==> config.mk <==
export PLATFORM = sky130hd
export DESIGN_NAME = alu_issue_unit
export DESIGN_NICKNAME = d
export VERILOG_FILES = /design/src/rtl/alu_pkg.sv /design/src/rtl/alu_op_encoder.sv /design/src/rtl/alu_issue_unit.sv
export SDC_FILE = /design/constraint.sdc
export NUM_CORES = 1
export LEC_CHECK = 0
export ABC_AREA = 1
export CAP_MARGIN = 20
export CORE_MARGIN = 5
export CORE_UTILIZATION = 46
export CTS_CLUSTER_DIAMETER = 50
export DETAILED_ROUTE_END_ITERATION = 16
export PLACE_DENSITY = 0.87
export SYNTH_ARGS = -nofsm -noshare
export SYNTH_HDL_FRONTEND = slang
export SYNTH_HIERARCHICAL = 1
export SYNTH_SLANG_ARGS = --single-unit
==> constraint.sdc <==
create_clock -name clk -period 1.66 [get_ports clk]
set_input_delay 0.166 -clock clk [delete_from_list [all_inputs] [get_ports clk]]
set_output_delay 0.166 -clock clk [all_outputs]
set_load 0.1 [all_outputs]
==> src/rtl/alu_pkg.sv <==
// Shared constants for the ALU issue/retire slice: ALU op codes, major
// opcodes and branch funct3 values, plus the funct3 -> op code map.
package alu_pkg;

  localparam logic [3:0] ALU_AND  = 4'b0000;
  localparam logic [3:0] ALU_OR   = 4'b0001;
  localparam logic [3:0] ALU_ADD  = 4'b0010;
  localparam logic [3:0] ALU_SLL  = 4'b0011;
  localparam logic [3:0] ALU_SLT  = 4'b0100;
  localparam logic [3:0] ALU_SLTU = 4'b0101;
  localparam logic [3:0] ALU_SUB  = 4'b0110;
  localparam logic [3:0] ALU_XOR  = 4'b0111;
  localparam logic [3:0] ALU_SRL  = 4'b1000;
  localparam logic [3:0] ALU_SRA  = 4'b1010;

  localparam logic [6:0] OPC_OP     = 7'b0110011;
  localparam logic [6:0] OPC_OPIMM  = 7'b0010011;
  localparam logic [6:0] OPC_BRANCH = 7'b1100011;

  localparam logic [2:0] BR_BEQ  = 3'b000;
  localparam logic [2:0] BR_BNE  = 3'b001;
  localparam logic [2:0] BR_BLT  = 3'b100;
  localparam logic [2:0] BR_BGE  = 3'b101;
  localparam logic [2:0] BR_BLTU = 3'b110;
  localparam logic [2:0] BR_BGEU = 3'b111;

  // funct3 map shared by OP and OP-IMM; funct7_5 only selects sub for the
  // register form, and always selects sra for right shifts.
  function automatic logic [3:0] alu_op_from_funct3(input logic [2:0] funct3,
                                                     input logic       funct7_5,
                                                     input logic       is_reg);
    logic [3:0] op;
    case (funct3)
      3'b000:  op = (is_reg && funct7_5) ? ALU_SUB : ALU_ADD;
      3'b001:  op = ALU_SLL;
      3'b010:  op = ALU_SLT;
      3'b011:  op = ALU_SLTU;
      3'b100:  op = ALU_XOR;
      3'b101:  op = funct7_5 ? ALU_SRA : ALU_SRL;
      3'b110:  op = ALU_OR;
      default: op = ALU_AND;
    endcase
    return op;
  endfunction

endpackage

==> src/rtl/alu_op_encoder.sv <==
// Combinational decode of instruction fields into ALU op code and operands.
// Branch decode is present only when ALU_ISSUE_BRANCH_EN is defined.
module alu_op_encoder
  import alu_pkg::*;
#(
  parameter int unsigned Width = 32
) (
  input  logic [6:0]       opcode_i,
  input  logic [2:0]       funct3_i,
  input  logic             funct7_5_i,
  input  logic [Width-1:0] rs1_i,
  input  logic [Width-1:0] rs2_i,
  input  logic [Width-1:0] imm_i,
  output logic [3:0]       control_o,
  output logic [Width-1:0] a1_o,
  output logic [Width-1:0] a2_o,
  output logic             is_branch_o,
  output logic             illegal_o,
  output logic [2:0]       funct3_o
);

  // Field decode; illegal encodings are forced to add with zero operands.
  always_comb begin
    control_o   = ALU_ADD;
    a1_o        = '0;
    a2_o        = '0;
    is_branch_o = 1'b0;
    illegal_o   = 1'b0;
    funct3_o    = funct3_i;
    case (opcode_i)
      OPC_OP: begin
        control_o = alu_op_from_funct3(funct3_i, funct7_5_i, 1'b1);
        a1_o      = rs1_i;
        a2_o      = rs2_i;
      end
      OPC_OPIMM: begin
        control_o = alu_op_from_funct3(funct3_i, funct7_5_i, 1'b0);
        a1_o      = rs1_i;
        if (funct3_i == 3'b001 || funct3_i == 3'b101) begin
          a2_o = {{(Width-5){1'b0}}, imm_i[4:0]};
        end else begin
          a2_o = imm_i;
        end
      end
`ifdef ALU_ISSUE_BRANCH_EN
      OPC_BRANCH: begin
        if (funct3_i == 3'b010 || funct3_i == 3'b011) begin
          illegal_o = 1'b1;
        end else begin
          control_o   = ALU_SUB;
          a1_o        = rs1_i;
          a2_o        = rs2_i;
          is_branch_o = 1'b1;
        end
      end
`endif
      default: illegal_o = 1'b1;
    endcase
    if (illegal_o) begin
      control_o   = ALU_ADD;
      a1_o        = '0;
      a2_o        = '0;
      is_branch_o = 1'b0;
    end
  end

endmodule

==> src/rtl/alu_issue_unit.sv <==
// Two-stage issue/retire wrapper around a single-cycle ALU.
// Optional macro ALU_ISSUE_BRANCH_EN enables branch decode and resolution.
module alu_issue_unit
  import alu_pkg::*;
#(
  parameter int unsigned Width = 32
) (
  input  logic             clk,
  input  logic             rst_n,
  input  logic             in_valid,
  output logic             in_ready,
  input  logic [6:0]       in_opcode,
  input  logic [2:0]       in_funct3,
  input  logic             in_funct7_5,
  input  logic [Width-1:0] in_rs1,
  input  logic [Width-1:0] in_rs2,
  input  logic [Width-1:0] in_imm,
  output logic [3:0]       alu_control,
  output logic [Width-1:0] alu_a1,
  output logic [Width-1:0] alu_a2,
  input  logic [Width-1:0] alu_y,
  input  logic             alu_zero,
  input  logic             alu_s_less,
  input  logic             alu_u_less,
  output logic             out_valid,
  input  logic             out_ready,
  output logic [Width-1:0] out_result,
  output logic             out_branch,
  output logic             out_taken,
  output logic             out_illegal
);

  logic [3:0]       enc_control;
  logic [Width-1:0] enc_a1, enc_a2;
  logic             enc_branch, enc_illegal;
  logic [2:0]       enc_funct3;

  alu_op_encoder #(.Width(Width)) u_enc (
    .opcode_i    (in_opcode),
    .funct3_i    (in_funct3),
    .funct7_5_i  (in_funct7_5),
    .rs1_i       (in_rs1),
    .rs2_i       (in_rs2),
    .imm_i       (in_imm),
    .control_o   (enc_control),
    .a1_o        (enc_a1),
    .a2_o        (enc_a2),
    .is_branch_o (enc_branch),
    .illegal_o   (enc_illegal),
    .funct3_o    (enc_funct3)
  );

  logic             iss_valid_q, iss_valid_d;
  logic [3:0]       iss_control_q;
  logic [Width-1:0] iss_a1_q, iss_a2_q;
  logic             iss_branch_q, iss_illegal_q;
  logic [2:0]       iss_funct3_q;

  logic             out_valid_q, out_valid_d;
  logic [Width-1:0] out_result_q;
  logic             out_branch_q, out_taken_q, out_illegal_q;

  logic iss_load, out_load, taken;

  // Handshake: the output stage drains into the consumer while the issue
  // stage refills in the same cycle, so in_ready looks through out_load.
  always_comb begin
    out_load    = iss_valid_q && (!out_valid_q || out_ready);
    in_ready    = !iss_valid_q || out_load;
    iss_load    = in_valid && in_ready;
    iss_valid_d = iss_load ? 1'b1 : (out_load ? 1'b0 : iss_valid_q);
    out_valid_d = out_load ? 1'b1 : (out_ready ? 1'b0 : out_valid_q);
  end

`ifdef ALU_ISSUE_BRANCH_EN
  // Branch condition from ALU flags of the issued subtract.
  always_comb begin
    taken = 1'b0;
    case (iss_funct3_q)
      BR_BEQ:  taken = alu_zero;
      BR_BNE:  taken = !alu_zero;
      BR_BLT:  taken = alu_s_less;
      BR_BGE:  taken = !alu_s_less;
      BR_BLTU: taken = alu_u_less;
      BR_BGEU: taken = !alu_u_less;
      default: taken = 1'b0;
    endcase
    taken = taken && iss_branch_q;
  end
`else
  logic unused_branch;
  assign unused_branch = ^{alu_zero, alu_s_less, alu_u_less, iss_funct3_q, iss_branch_q};
  assign taken = 1'b0;
`endif

  // Issue stage register; ALU ports hold their last values while empty.
  always_ff @(posedge clk) begin
    if (!rst_n) begin
      iss_valid_q   <= 1'b0;
      iss_control_q <= ALU_ADD;
      iss_a1_q      <= '0;
      iss_a2_q      <= '0;
      iss_branch_q  <= 1'b0;
      iss_illegal_q <= 1'b0;
      iss_funct3_q  <= '0;
    end else begin
      iss_valid_q <= iss_valid_d;
      if (iss_load) begin
        iss_control_q <= enc_control;
        iss_a1_q      <= enc_a1;
        iss_a2_q      <= enc_a2;
        iss_branch_q  <= enc_branch;
        iss_illegal_q <= enc_illegal;
        iss_funct3_q  <= enc_funct3;
      end
    end
  end

  // Retire stage register; captures ALU result and flags only on load.
  always_ff @(posedge clk) begin
    if (!rst_n) begin
      out_valid_q   <= 1'b0;
      out_result_q  <= '0;
      out_branch_q  <= 1'b0;
      out_taken_q   <= 1'b0;
      out_illegal_q <= 1'b0;
    end else begin
      out_valid_q <= out_valid_d;
      if (out_load) begin
        out_result_q  <= iss_illegal_q ? '0 : alu_y;
        out_branch_q  <= iss_branch_q;
        out_taken_q   <= taken;
        out_illegal_q <= iss_illegal_q;
      end
    end
  end

  assign alu_control = iss_control_q;
  assign alu_a1      = iss_a1_q;
  assign alu_a2      = iss_a2_q;
  assign out_valid   = out_valid_q;
  assign out_result  = out_result_q;
  assign out_illegal = out_illegal_q;
`ifdef ALU_ISSUE_BRANCH_EN
  assign out_branch  = out_branch_q;
  assign out_taken   = out_taken_q;
`else
  logic unused_out;
  assign unused_out  = out_branch_q ^ out_taken_q;
  assign out_branch  = 1'b0;
  assign out_taken   = 1'b0;
`endif

endmodule
==> summary.md, run 1 <==
| Metric | Value |
|---|---|
| Critical path's slowest cell | dfxtp_1 |
| Drt first pass iters | 4 |
| Syn avg cell area | 6.18 sq um |
| Post-placement cell area | 8270 sq um |
| Final Critical Period | 1.49 ns |
| CP required | 1.49 ns |
| Worst-path clk slew | 0.07 ns |
| WL/cell | 13.2 microns |
| WHS Endpoint | alu_a2[10] |
| Mapped cell area | 5620 sq um |
| Most common cell after layout, fill and taps aside | nand2_1 |
| First-pass GRT wire length | 26600 microns |
| Dpl hpwl | 12200 microns |
| Post-route DRC | 0 |
| Nets | 1271 |
| DR vias | 6091 |
| Vias in the first global route | 5553 |
| Clock sinks | 104 |
| Outcome | completed |
| Critical Path Max Stage Delay | 0.40 ns |
| Type of the worst setup path | reg -> out |
| Gr usage total | 22.4% |
| CTS tree | yes |
| Post-Route Skew | 0.00568 ns |
| Hold crit path type | in -> reg |
| CP most frequent cell | buf_12 |
| TNS Setup | 0 ns |
| Bufs on Longest Clock Path | 2 |
| Layout cells sized above 1 | 15.9% |
| Placer Congestion | 0.864 |
| Die ar. | 14500 sq um |
| Post-Place Worst Slack | -0.105 ns |
| WHS Path Cells | 3 |
| Core outline area | 12000 sq um |
| Crit-path cells | nand3_4, buf_12, buf_12 |
| P per Cell Area | 840 nW/um^2 |
| Min-delay src | in_valid |
| Max-Cap Viols | 0 |
| Final period util | 90.0% |
| Die H | 121 microns |
| Vias per inst | 4.77 |
| Pleak | 0.00419 uW |
| Startpoint types | register |
| Hold_buf cts | 0 |
| Max Clk Rate | 669 MHz |
| Initial Util | 46.8% |
| FF-to-FF End | out_result[24] |
| Post-CTS setup buffers | 0 |
| Post-CTS sizing | 0 |
| CTS HTree Levels | 3 |
| Final setup viols | 0 |
| Total Power | 7190 uW |
| Area grow syn2layout | 52.2% |
| Die X | 121 microns |
| CTS root buf | clkbuf_16 |
| Antenna cells | 0 |
| Crit. Startpoint | iss_valid_q |
| Warnings from Yosys | 6 |
| Clock latency on the worst-skew pair | 0.34 ns |
| R2R Setup Slk | 0.41 ns |
| CP top delay family | flip-flops |
| Initial DRC Count | 367 |
| Remaining Overflow, GRT | 0 |
| Final slew viol count | 0 |
| Core Rows | 40 |
| Final worst slack | 0.166 ns |
| Most frequent cells in the layout | nand2_1 (249), clkdlybuf4s50_1 (140), inv_1 (137), nand3_1 (132), nor2_1 (109) |
| # IOs | 251 |
| DRT Wirelength | 16800 microns |
| Worst path arrival time | 1.33 ns |
| Total CTS buffers | 9 |
| PortBufs | 245 |
| Final Hold Viols | 0 |
| Crit path max fanout | 36 |
| Cell count after synthesis | 910 |
| Worst path buffer plus inverter count | 2 |
| R2R cell count | 6 |
| FF-to-FF Start | iss_valid_q |
| Maximum VDD drop | 0.000419 V |
| Pin count of the biggest net entering global routing | 62 |
| RSZ-0062 raised after global routing | no |
| Finished Cell Area | 8560 sq um |
| Routed Antenna Nets | 0 |
| Initial antenna violation count | 1 |
| Endpoint class of the critical path | output port |
## worst register-to-register path: cells and delay by family, from the launching register on
kind | cells | cell delay [ns]
buffers and inverters | 2 | 0.47
AND/OR/NAND/NOR | 4 | 0.31
flip-flops | 1 | 0.40
## power by group
part	leakage [uW]	internal [uW]	switching (uW)
clock network	0.000143	1100	945
logic	0.00319	794	1600
registers	0.000857	2640	98.6
total	0.00419	4540	2640
## final cells by class
cell class / count / area (sq um)
Fill cell: 987 / 3460
Timing Repair Buffer: 270 / 2840
Multi-Input combinational cell: 602 / 2650
Sequential cell: 104 / 2080
Inverter: 138 / 518
Clock buffer: 12 / 256
Tap cell: 147 / 184
Clock inverter: 4 / 27.5
## per-stage QoR
step	hold slack, ns	cells	utilization, %
floorplan	0.406	911	-
detailed placement	0.469	1261	68.9
CTS	0.287	1277	71.2
global placement	0.460	1261	68.9
global route	0.314	1277	71.2
finish	0.304	1277	71.2
## sequential cells by signal, summed over array words and instances (netlist names)
signal	cells
alu_a1	32
alu_a2	32
out_result	32
alu_control	4
iss_illegal_q	1
iss_valid_q	1
out_illegal	1
out_valid	1
## per-layer routing
layer / vias to the layer above / wire length [microns] / global-route usage [%]
met2: 213 / 7810 / 36.2
met3: 31 / 1450 / 6.83
met1: 2659 / 7030 / 27.6
met5: - / 13 / 0
li1: 3186 / - / -
met4: 2 / 486 / 9.35
## how the worst max path moves through the flow
stage,slack [ns],end,cells past startpoint
final,0.17,in_ready,3
after global placement,-0.06,alu_a2[19],11
after CTS,0.14,in_ready,3
after detailed placement,-0.11,alu_a2[18],11
after global routing,0.1,alu_a2[24],11
after floorplan,0.06,alu_a1[18],5
Power figures use the tool's default switching activity.
==> run 2: changes to the inputs <==
- CORE_ASPECT_RATIO: not set -> 1.2
- CORE_UTILIZATION: 46 -> 43
- PLACE_DENSITY: 0.87 -> 0.82
- REMOVE_ABC_BUFFERS: not set -> 1
- clock period: 1.66 -> 1.7 ns (I/O delays scaled with it)
==> run 2 against run 1 <==
  * First-iteration DRC count decreased by 13%
  * Sequential power decreased by 3%
  * Clock-buffer cell count unchanged
  * Via count about the same
  * Worst hold slack got worse by 0.12 ns
  * Sequential cell count unchanged
  * Highest routed layer is now met4
  * Final area decreased by 2.3%
  * Register-to-register slack got worse by 0.05 ns
  * Die area increased by 6.5%
  * Non-clock buffer count increased by 4
  * Cell count increased by 1.6%
==> summary.md, run 2 (synthesis gave the netlist of run 1 again) <==
| Metric | Value |
|---|---|
| Outcome | completed |
| Routed Antenna Nets | 0 |
| First-pass GRT wire length | 26400 microns |
| P per Cell Area | 830 nW/um^2 |
| Pleak | 0.00413 uW |
| Die H | 135 microns |
| Combinational share of power | 32.9% |
| Switching Share | 37.0% |
| Dpl hpwl | 12600 microns |
| Die ar. | 15500 sq um |
| Placer Congestion | 0.808 |
| Clock sinks | 104 |
| Final setup viols | 0 |
| Non-filler instance count after layout | 1298 |
| CP top delay family | flip-flops |
| Final Hold Viols | 0 |
| Vias in the first global route | 5443 |
| Crit-path cells | nand3_4, buf_12, buf_12 |
| CP most frequent cell | buf_12 |
| Area of the multi-input gates | 2650 sq um |
| RSZ-0062 raised after global routing | no |
| Core outline area | 12700 sq um |
| Post-CTS sizing | 0 |
| Maximum VDD drop | 0.000427 V |
| DR vias | 6089 |
| Post-route DRC | 0 |
| TNS Setup | 0 ns |
| Worst path buffer plus inverter count | 2 |
| Final Util | 65.7% |
| Max Clk Rate | 626 MHz |
| Pin count of the biggest net entering global routing | 55 |
| PortBufs | 245 |
| WHS | 0.186 ns |
| Clock latency on the worst-skew pair | 0.34 ns |
| Fillers | 1131 |
| Antenna cells | 0 |
| Initial Util | 44.2% |
| Flop pwr share | 38.4% |
| R2R Setup Slk | 0.36 ns |
| Final worst slack | 0.104 ns |
| Total CTS buffers | 9 |
| Initial DRC Count | 319 |
| Endpoint class of the critical path | output port |
| Critical path's slowest cell | dfxtp_1 |
| Worst path arrival time | 1.43 ns |
| DRT Wirelength | 17100 microns |
| Final Critical Period | 1.60 ns |
| # IOs | 251 |
| Remaining Overflow, GRT | 0 |
| Drt first pass iters | 4 |
| Placed cell count | 1282 |
| Gr usage total | 21.0% |
| Bufs on Longest Clock Path | 2 |
| Most frequent cells in the layout | nand2_1 (249), clkdlybuf4s50_1 (140), inv_1 (137), nand3_1 (132), buf_4 (116) |
| Nets | 1275 |
| CP required | 1.53 ns |
| Psw | 2560 uW |
| Register area | 2080 sq um |
| Final slew viol count | 0 |
| Final period util | 93.9% |
| Vias per inst | 4.69 |
| Post-CTS setup buffers | 0 |
| Hold_buf cts | 0 |
| Layout cells sized above 1 | 16.1% |
| CTS tree | yes |
| CTS HTree Levels | 3 |
| Clk pwr share | 28.7% |
| WL/cell | 13.2 microns |
| Post-Place Worst Slack | -0.0839 ns |
| Area grow syn2layout | 48.7% |
| Core Rows | 45 |
| Hold crit path type | in -> reg |
| Post-Route Skew | 0.0104 ns |
| Crit path max fanout | 21 |
| Internal Power | 4370 uW |
| Most common cell after layout, fill and taps aside | nand2_1 |
| Type of the worst setup path | reg -> out |
| CTS root buf | clkbuf_16 |
| Initial antenna violation count | 0 |
| Die X | 114 microns |
| Max-Cap Viols | 0 |
| Worst-path clk slew | 0.07 ns |
| Startpoint types | register |
| Critical Path Max Stage Delay | 0.46 ns |
[run 2: worst reg2reg max path: stages (launching register included)]
cell and delay (ns):
dfxtp_1 0.37, buf_4 0.37, nand2_2 0.10, buf_4 0.22
nand2_1 0.08, nand2_1 0.04, nor2_1 0.09
[run 2: area by class of cell]
class                           count  area share, %
Clock buffer                       12           3.07
Clock inverter                      4          0.344
Inverter                          138           6.20
Multi-Input combinational cell    602           31.7
Sequential cell                   104           24.9
Tap cell                          164           2.46
Timing Repair Buffer              274           31.3
[run 2: worst paths after layout]
kind                                startpoint        endpoint  cells after the start
worst max-delay path                 out_valid        in_ready                      3
worst min-delay path                     rst_n      alu_a1[14]                      3
worst max register to register     iss_valid_q  out_result[28]                      6
worst min register to register  alu_control[1]  alu_control[1]                      2
[run 2: per-layer routing]
| metal | wire length (microns) | GRT usage (%) | vias to the layer above | share of wire (%) |
|---|---|---|---|---|
| li1 | - | - | 3187 | - |
| met1 | 6860 | 24.6 | 2665 | 40 |
| met2 | 8030 | 35.0 | 223 | 47 |
| met3 | 1950 | 8.53 | 14 | 11 |
| met4 | 247 | 6.93 | 0 | 1.4 |
| met5 | 0 | 0 | - | 0 |
[run 2: power groups by stage]
stage	registers, uW	logic (uW)	clock network, uW
after floorplan	3740	451	0
after global placement	2710	2280	0
after detailed placement	2720	2290	0
after CTS	2660	2300	2030
after global routing	2680	2410	2150
final	2660	2280	1990
[run 2: metrics by stage]
stage | total power, uW | area (sq um)
floorplan | 4190 | 5240
global placement | 4990 | 8070
detailed placement | 5010 | 8070
CTS | 6990 | 8360
global route | 7240 | 8360
finish | 6940 | 8360
==> run 3: changes to the inputs <==
--- a/config.mk
+++ b/config.mk
@@ -11,6 +11,6 @@
 export CORE_MARGIN = 5
-export CORE_UTILIZATION = 43
+export CORE_UTILIZATION = 38
 export CTS_CLUSTER_DIAMETER = 50
 export DETAILED_ROUTE_END_ITERATION = 16
-export PLACE_DENSITY = 0.82
+export PLACE_DENSITY = 0.77
 export REMOVE_ABC_BUFFERS = 1
==> constraint.sdc (replaced) <==
create_clock -name clk -period 1.3 [get_ports clk]
set_input_delay 0.195 -clock clk [delete_from_list [all_inputs] [get_ports clk]]
set_output_delay 0.195 -clock clk [all_outputs]
set_load 0.1 [all_outputs]
==> run 3 against run 2 <==
  * The flow now finishes with violations (negative setup slack)
  * Utilization grew 3.3 points
  * Final area increased by 19%
  * Wire length rose by 11%
  * Clock power increased by 39%
  * Largest cell class is now buffers
==> summary.md, run 3 (synthesis gave the netlist of run 1 again) <==
| Metric | Value |
|---|---|
| Core outline area | 14500 sq um |
| Final Hold Viols | 0 |
| Final setup viols | 1 |
| Crit-path cells | nand3_4, buf_12, buf_12 |
| Drt first pass iters | 4 |
| Total CTS buffers | 9 |
| Gr usage total | 20.7% |
| CP required | 1.11 ns |
| CP most frequent cell | buf_12 |
| Vias per inst | 4.67 |
| R2R cell count | 5 |
| DRT Wirelength | 18900 microns |
| Final worst slack | -0.0422 ns |
| CP top delay family | flip-flops |
| Total Power | 9840 uW |
| Min-delay src | in_valid |
| Die ar. | 17300 sq um |
| Placed cell count | 1318 |
| Initial antenna violation count | 0 |
| Outcome | finished, violations left |
| CTS tree | yes |
| Clock latency on the worst-skew pair | 0.34 ns |
| R2R Setup Slk | 0.01 ns |
| Post-route DRC | 0 |
| Pin count of the biggest net entering global routing | 63 |
| Area of the multi-input gates | 2780 sq um |
| Post-Route Skew | 0.0103 ns |
| Remaining Overflow, GRT | 0 |
| Combinational share of power | 35.5% |
| PortBufs | 245 |
| Critical Path Max Stage Delay | 0.37 ns |
| Initial Util | 38.8% |
| Crit path max fanout | 5 |
| DR vias | 6290 |
| Vias in the first global route | 5861 |
| Violated checks | negative setup slack |
| Switching Share | 35.7% |
| Critical path's slowest cell | dfxtp_4 |
| RSZ-0062 raised after global routing | yes |
| Worst path buffer plus inverter count | 2 |
| Area grow syn2layout | 77.5% |
| CTS root buf | clkbuf_16 |
| Max-Cap Viols | 0 |
| Core Rows | 48 |
| Type of the worst setup path | reg -> out |
| Fillers | 1171 |
| Final Critical Period | 1.34 ns |
| WL/cell | 14.0 microns |
| CP Depth | 3 |
| Nets | 1288 |
| Internal Power | 6330 uW |
| Final period util | 103% |
| Flop pwr share | 36.4% |
| Initial DRC Count | 321 |
| Pleak | 0.00463 uW |
| Bufs on Longest Clock Path | 2 |
| Worst path arrival time | 1.15 ns |
| Hold crit path type | in -> reg |
| Layout cells sized above 1 | 20.1% |
| Most common cell after layout, fill and taps aside | nand2_1 |
| Placer Congestion | 0.816 |
| WHS Endpoint | alu_a1[19] |
| Antenna cells | 0 |
| Hold_buf cts | 0 |
| Clock sinks | 104 |
| Non-filler instance count after layout | 1346 |
| Most frequent cells in the layout | nand2_1 (248), inv_1 (134), clkdlybuf4s50_1 (132), nand3_1 (125), buf_12 (116) |
| Routed Antenna Nets | 0 |
| FF-to-FF Start | iss_valid_q |
| # IOs | 251 |
| Die X | 121 microns |
| Maximum VDD drop | 0.000623 V |
| Clk pwr share | 28.2% |
| FF-to-FF End | alu_a1[27] |
| Worst-path clk slew | 0.07 ns |
| First-pass GRT wire length | 28800 microns |
| Register area | 2090 sq um |
| Psw | 3520 uW |
| Max Clk Rate | 745 MHz |
| CTS HTree Levels | 3 |
| Die H | 143 microns |
| Endpoint class of the critical path | output port |
| P per Cell Area | 987 nW/um^2 |
| Startpoint types | register |
| Final slew viol count | 0 |
| Dpl hpwl | 13600 microns |
| WHS Path Cells | 3 |
## run 3: cell type report
| cell class | count | share of cell area (%) |
|---|---|---|
| repair buffers | 287 | 40.6 |
| multi-input cells | 602 | 27.8 |
| flip-flops and latches | 104 | 20.9 |
| inverters | 138 | 5.19 |
| well taps | 200 | 2.51 |
| clock buffers | 11 | 2.43 |
| clock inverters | 4 | 0.527 |
## run 3: power by group through the flow
stage | registers, uW | logic, uW | clock network [uW]
finish | 3580 | 3490 | 2770
global route | 3600 | 3670 | 2960
CTS | 3580 | 3480 | 2850
detailed placement | 3650 | 3470 | 0
global placement | 3640 | 3440 | 0
floorplan | 4890 | 590 | 0
## run 3: layer usage
metal	routed length, microns	vias up	global-route usage (%)
met5	0	-	0
met2	9200	233	36.6
met4	348	0	6.68
li1	-	3223	-
met3	1970	22	7.88
met1	7380	2812	22.9
## run 3: worst register-to-register path, cell delays in order (launching register included)
cell and delay, ns:
dfxtp_4 0.37, nand3_4 0.12, buf_6 0.18, bufbuf_16 0.32, a21oi_1 0.15, nor2_1 0.07
## run 3: worst max path at each step
stage                       endpoint          from  slack (ns)
after floorplan            alu_a1[0]     out_valid       -2.51
after global placement    alu_a2[20]  in_opcode[5]       -0.48
after detailed placement   alu_a1[0]  in_opcode[3]       -0.52
after CTS                   in_ready     out_valid       -0.08
after global routing        in_ready   iss_valid_q       -0.07
final                       in_ready   iss_valid_q       -0.04
## run 3: through the flow
step           hold WS, ns  instance area, sq um  setup slack (ns)  util (%)  TNS (ns)
2_1_floorplan        0.279                  5240             -2.51         -   -210.67
3_3_place_gp         0.486                  9360            -0.479      64.6    -33.26
3_5_place_dp         0.493                  9360            -0.519      64.6    -36.49
4_1_cts              0.207                  9770           -0.0826      67.5   -0.0826
5_1_grt              0.234                  9980           -0.0748      68.9    -0.439
6_report             0.211                  9980           -0.0422      68.9   -0.0422
## run 3: timing repair
| action | CTS | global route |
|---|---|---|
| setup endpoints to repair | 69 | 56 |
| setup buffers | 2 | 5 |
| gates resized for setup | 22 | 46 |
| cloned | 3 | 3 |
| pin swaps | 5 | 16 |
